<file path="src/rtl/mac_unit_bitcol_seq.sv">
// Bit-column-serial MAC: one latched activation vector, one weight bit-column per beat,
// sparse window muxes per group, shifted accumulation and a saturated, scaled result.
module mac_unit_bitcol_seq #(
    parameter int DATA_WIDTH    = 8,
    parameter int VEC_LENGTH    = 32,
    parameter int GROUP_SIZE    = 8,
    parameter int MUX_SEL_WIDTH = 3,
    parameter int MAX_PREC      = 8,
    parameter int ACC_WIDTH     = DATA_WIDTH + 16,
    parameter int RESULT_WIDTH  = 2 * DATA_WIDTH,
    parameter int OUT_SHIFT     = 8
) (
    input  logic                                                         clk,
    input  logic                                                         reset,
    input  logic                                                         start,
    output logic                                                         start_ready,
    input  logic [VEC_LENGTH*DATA_WIDTH-1:0]                             act_in,
    input  logic [(VEC_LENGTH/GROUP_SIZE)*(DATA_WIDTH+$clog2(GROUP_SIZE))-1:0] sum_act,
    input  logic [ACC_WIDTH-1:0]                                         accum_init,
    input  logic [$clog2(MAX_PREC+1)-1:0]                                prec,
    input  logic                                                         signed_mode,
    input  logic                                                         col_valid,
    output logic                                                         col_ready,
    input  logic [$clog2(MAX_PREC)-1:0]                                  col_idx,
    input  logic                                                         col_last,
    input  logic [(VEC_LENGTH/2)*MUX_SEL_WIDTH-1:0]                      col_sel,
    input  logic [VEC_LENGTH/2-1:0]                                      col_val,
    input  logic [VEC_LENGTH/GROUP_SIZE-1:0]                             col_skip_zero,
    output logic                                                         out_valid,
    input  logic                                                         out_ready,
    output logic [RESULT_WIDTH-1:0]                                      result
);

    localparam int NG     = VEC_LENGTH / GROUP_SIZE;
    localparam int HALF   = GROUP_SIZE / 2;
    localparam int SUM_W  = DATA_WIDTH + $clog2(GROUP_SIZE);
    localparam int PREC_W = $clog2(MAX_PREC + 1);

    localparam logic [1:0] ST_IDLE  = 2'd0;
    localparam logic [1:0] ST_RUN   = 2'd1;
    localparam logic [1:0] ST_DRAIN = 2'd2;
    localparam logic [1:0] ST_DONE  = 2'd3;

    localparam logic [MUX_SEL_WIDTH-1:0] SEL_MAX = MUX_SEL_WIDTH'(HALF);
    localparam logic signed [ACC_WIDTH-1:0] RES_MAX =
        {{(ACC_WIDTH-RESULT_WIDTH+1){1'b0}}, {(RESULT_WIDTH-1){1'b1}}};
    localparam logic signed [ACC_WIDTH-1:0] RES_MIN = ~RES_MAX;

    logic [1:0]                        state;
    logic [VEC_LENGTH*DATA_WIDTH-1:0]  act_q;
    logic [NG*SUM_W-1:0]               sum_act_q;
    logic [PREC_W-1:0]                 prec_q;
    logic                              signed_q;
    logic                              s1_valid;
    logic signed [ACC_WIDTH-1:0]       s1_data;
    logic signed [ACC_WIDTH-1:0]       acc;

    logic                              start_fire;
    logic                              beat_fire;
    logic                              negate;
    logic [MUX_SEL_WIDTH-1:0]          sel;
    logic signed [DATA_WIDTH-1:0]      a_el;
    logic signed [SUM_W-1:0]           sa_el;
    logic signed [ACC_WIDTH-1:0]       part;
    logic signed [ACC_WIDTH-1:0]       col_sum;
    logic signed [ACC_WIDTH-1:0]       col_term;
    logic signed [ACC_WIDTH-1:0]       acc_sh;
    logic [RESULT_WIDTH-1:0]           sat_val;

    assign start_ready = (state == ST_IDLE);
    assign col_ready   = (state == ST_RUN);
    assign start_fire  = start && start_ready;
    assign beat_fire   = col_valid && col_ready;

    // Slot j of a group sees a window act[j .. j+HALF]; selects above HALF read as zero.
    always_comb begin
        col_sum = '0;
        part    = '0;
        sel     = '0;
        a_el    = '0;
        sa_el   = '0;
        for (int unsigned g = 0; g < NG; g++) begin
            part = '0;
            for (int unsigned j = 0; j < HALF; j++) begin
                sel = col_sel[(g*HALF + j)*MUX_SEL_WIDTH +: MUX_SEL_WIDTH];
                if (col_val[g*HALF + j] && (sel <= SEL_MAX)) begin
                    a_el = act_q[(g*GROUP_SIZE + j + 32'(sel))*DATA_WIDTH +: DATA_WIDTH];
                    part = part + {{(ACC_WIDTH-DATA_WIDTH){a_el[DATA_WIDTH-1]}}, a_el};
                end
            end
            if (col_skip_zero[g]) begin
                col_sum = col_sum + part;
            end else begin
                sa_el   = sum_act_q[g*SUM_W +: SUM_W];
                col_sum = col_sum + {{(ACC_WIDTH-SUM_W){sa_el[SUM_W-1]}}, sa_el} - part;
            end
        end
    end

    assign negate   = signed_q && (PREC_W'(col_idx) == (prec_q - PREC_W'(1)));
    assign col_term = (negate ? -col_sum : col_sum) <<< col_idx;

    always_comb begin
        acc_sh = acc >>> OUT_SHIFT;
        if (acc_sh > RES_MAX) begin
            sat_val = RES_MAX[RESULT_WIDTH-1:0];
        end else if (acc_sh < RES_MIN) begin
            sat_val = RES_MIN[RESULT_WIDTH-1:0];
        end else begin
            sat_val = acc_sh[RESULT_WIDTH-1:0];
        end
    end

    always_ff @(posedge clk or negedge reset) begin
        if (!reset) begin
            state     <= ST_IDLE;
            act_q     <= '0;
            sum_act_q <= '0;
            prec_q    <= '0;
            signed_q  <= 1'b0;
            s1_valid  <= 1'b0;
            s1_data   <= '0;
            acc       <= '0;
            out_valid <= 1'b0;
            result    <= '0;
        end else begin
            s1_valid <= beat_fire;
            if (beat_fire) begin
                s1_data <= col_term;
            end

            if (start_fire) begin
                acc <= accum_init;
            end else if (s1_valid) begin
                acc <= acc + s1_data;
            end

            case (state)
                ST_IDLE: begin
                    if (start_fire) begin
                        act_q     <= act_in;
                        sum_act_q <= sum_act;
                        prec_q    <= prec;
                        signed_q  <= signed_mode;
                        state     <= ST_RUN;
                    end
                end
                ST_RUN: begin
                    if (beat_fire && col_last) begin
                        state <= ST_DRAIN;
                    end
                end
                ST_DRAIN: begin
                    state <= ST_DONE;
                end
                default: begin
                    // Result is captured one edge after the final accumulate, then held.
                    if (!out_valid) begin
                        out_valid <= 1'b1;
                        result    <= sat_val;
                    end else if (out_ready) begin
                        out_valid <= 1'b0;
                        state     <= ST_IDLE;
                    end
                end
            endcase
        end
    end

endmodule

</file>
<file path="config.mk">
export PLATFORM = sky130hd
export DESIGN_NAME = mac_unit_bitcol_seq
export DESIGN_NICKNAME = d
export VERILOG_FILES = /design/src/rtl/mac_unit_bitcol_seq.sv
export SDC_FILE = /design/constraint.sdc
export NUM_CORES = 2
export LEC_CHECK = 0
export CORE_ASPECT_RATIO = 1.2
export CORE_MARGIN = 2
export CORE_UTILIZATION = 38
export CTS_CLUSTER_DIAMETER = 50
export DETAILED_ROUTE_END_ITERATION = 10
export GPL_TIMING_DRIVEN = 1
export PLACE_DENSITY = 0.67
export SYNTH_ARGS = -nofsm -noshare
export SYNTH_HDL_FRONTEND = slang
export SYNTH_SLANG_ARGS = --single-unit
</file>
<file path="constraint.sdc">
create_clock -name clk -period 43.5 [get_ports clk]
set_clock_uncertainty 0.2 [all_clocks]
set_input_delay 13.05 -clock clk [delete_from_list [all_inputs] [get_ports clk]]
set_output_delay 13.05 -clock clk [all_outputs]
set_load 0.1 [all_outputs]
</file>
==> results.cfg <==
[global_routing]
global_route.usage.total = 0.239
grt_antenna_before_repair = 10
first_global_vias = 41600
grt-ovfl-total = 0
grt_start_max_net_pins = 97
grt_first_pass_wirelength_um = 232000

[place]
place.port_buffers = 424
globalplace.congestion = 0.950
dpl-instance-area_um2 = 51100
placed_wire_length_estimate_after_detailed_placement_um = 118000

[synth]
yosysTopAreaCell = sky130_fd_sc_hd__dfrtp_1
ys_types = 98
post_synth.cell_area_avg_um2 = 8.19
synth.ff_latch_count = 373
postSynthCellCount = 5553
share_of_the_synthesized_netlist_area_taken_by_xor_and_xnor_gates = 0.0699
syn-cell-area_um2 = 45500
area_share_of_fa_ha_maj_cells_after_synthesis = 0.151
synth_top_family_by_area = simple AND/OR/NAND/NOR gates
synth.area.mux_share = 0.164
synthesis.yosys.warnings = 0
synth.net_count = 6452
synth_ff_type = sky130_fd_sc_hd__dfrtp_1
synth.area.top_cells = sky130_fd_sc_hd__dfrtp_1 (21%), sky130_fd_sc_hd__mux4_2 (11%), sky130_fd_sc_hd__ha_1 (11%), sky130_fd_sc_hd__nand2_1 (9.9%), sky130_fd_sc_hd__xnor2_1 (4.8%)
synth_enable_flop_cells = 0
yosys.area.top_type_share = 0.205
synth_seq_area_share = 0.205
fraction_of_the_mapped_netlist_area_in_compound_gates = 0.174
synth-async-reset-ratio = 1.00
post_synthesis_simple_gate_area_fraction = 0.183

[hold_path]
hold_path_end = act_q[5]
hold_class = register to register
hp-start = act_q[5]
number_of_instances_on_the_worst_hold_path = 2

[final_layout]
syn2layout_area_growth_pct = 16.6
final_net_count = 6735
layout-drive-gt1-share = 0.0937
final_util = 0.445
fillers = 11700
final_design_area_no_fill_um2 = 53000

[floorplanning]
placementRows = 139
ioPinCount = 425
initial_core_util = 0.382
dieHeight_um = 383
core_region_area_um2 = 119000
dieWidth_um = 320
floorplan.die_area_um2 = 122000

[setup_path]
critical_path.startpoint = col_sel[1]
cpMostUsedCell = sky130_fd_sc_hd__o21ai_0
startpoint_type = input pin
critical_path.reg2reg.startpoint = act_q[65]
slowest_stage = sky130_fd_sc_hd__clkdlybuf4s50_1
timing.critical_path.required_ps = 43890
worstPathArrival_ps = 30250
kind_of_end_point_of_the_critical_path = register
critical_path_peak_fanout = 19
crit_type = input pin to register
crit_path_max_incr_delay_ps = 860
ff2ff_path_depth = 67
setup.reg_to_reg.worst_slack_ps = 26540
reg2reg_to = s1_data[23]

[clock_network]
cts_bufs_inserted = 55
skew_pair_late_insertion_delay_ps = 660
clock_path_buffers = 3
clock-sinks = 373
post_cts_hold_buffer_count = 0
cts_tree = built
post_cts.repair.setup_buffers = 0
cts.reportedPaths.clkPinSlew_ps = 60
clock-root-buffer = sky130_fd_sc_hd__clkbuf_16
ctsHtreeMaxLevel = 2
post_cts_resize_count = 0

[routing]
route.antenna.remaining_nets = 0
wl_per_cell_um = 19.9
drt_first_pass_iters = 6
totalWireLength_um = 148000
route.detailed.vias_per_inst = 5.58
first_iter_violations = 2707
route.detailed.drc = 0
detailroute.via_count = 41500

[sta]
timing_hold_violations_final = 0
max_clock_freq_mhz = 33.5
timing.slew.headroom = 0.310
layout_min_cycle_time_ps = 29860
grt_setup_unrepaired = false
final-max-slew-violation-count = 0
final_min_period_over_clock_period = 0.687
setup_viol = 0
worst-slew-pin-transition_ps = 1010
final.setup.tns_ps = 0

[flow_run]
max_cap_violations = 0

[run_status]
status = finished clean
[layout make-up]
class | instances | area [um^2] | area share
antenna | 5 | 12.5 | 0.000236
clock buffer | 65 | 1470 | 0.0278
clock inverter | 38 | 465 | 0.00878
inverter | 381 | 1430 | 0.0270
multi-input combinational | 4553 | 33700 | 0.637
sequential | 373 | 9330 | 0.176
tap | 1551 | 1940 | 0.0366
timing repair buffer | 472 | 4610 | 0.0869
[cell usage after synthesis, drive strengths merged, types with 48 or more instances]
cell and instances:
inv 379, mux2 118, fa 94, ha 399, mux2i 89, a21o 99
clkbuf 203, mux4 232, nand2 1205, nand3 48, a21oi 402, o21ai 346
xor2 103, nor2 414, o21a 77, nor3 82, o21bai 105, xnor2 251
dfrtp 373
[placed cells by master, fill, tap and decap left out, types with 232 or more instances in the layout]
cell type                         Yosys  layout
sky130_fd_sc_hd__a21oi_1            401     401
sky130_fd_sc_hd__clkdlybuf4s50_1      0     423
sky130_fd_sc_hd__dfrtp_1            373     373
sky130_fd_sc_hd__ha_1               399     399
sky130_fd_sc_hd__inv_1              379     379
sky130_fd_sc_hd__mux4_2             232     232
sky130_fd_sc_hd__nand2_1           1205    1204
sky130_fd_sc_hd__nor2_1             410     410
sky130_fd_sc_hd__o21ai_0            337     336
sky130_fd_sc_hd__xnor2_1            250     250
[per-stage QoR]
stage	cells	worst slack (ps)	hold WS, ps
finish	7438	13640	283
global route	7436	12120	309
CTS	7433	13830	285
detailed placement	7330	13210	266
global placement	7330	13570	265
floorplan	5553	15290	237
[worst max path at each step]
| stage | endpoint | cells past startpoint | slack (ps) |
|---|---|---|---|
| floorplan | s1_data[23] | 71 | 15290 |
| global placement | s1_data[23] | 69 | 13570 |
| detailed placement | s1_data[23] | 69 | 13210 |
| CTS | s1_data[23] | 69 | 13830 |
| global route | s1_data[23] | 71 | 12120 |
| finish | s1_data[23] | 69 | 13640 |
[critical path: cells and delay by family]
family                     cells  cell delay, ps
AOI/OAI and AO/OA             29            6370
xor gates and xnor gates      10            2390
adders and majority gates     11            4270
buffers and inverters          1             860
and+or+nand+nor               18            3270
[flip-flops by register name, indices dropped and copies added, names as in the netlist]
register / cells
act_q: 256
s1_valid: 1
sum_act_q: 44
s1_data: 24
result: 16
acc: 24
out_valid: 1
state: 2
signed_q: 1
prec_q: 4
[metal layers]
| layer | vias to the layer above | part of all wire | GRT usage |
|---|---|---|---|
| met5 | - | 0.00020 | 0 |
| met4 | 6 | 0.046 | 0.102 |
| met3 | 301 | 0.052 | 0.0278 |
| met2 | 1282 | 0.50 | 0.429 |
| met1 | 19900 | 0.41 | 0.289 |
| li1 | 20000 | - | - |
[cell families after synthesis]
group / after synthesis
adder cells (fa/ha/maj): 494
multiplexers: 439
buffers and inverters: 627
flip-flops: 373
AND/OR/NAND/NOR: 1984
XOR/XNOR: 357
AO/OA/AOI/OAI: 1279
Power is not shown: default switching activity piles up to over one toggle a cycle in this logic, so the estimate is an artifact.
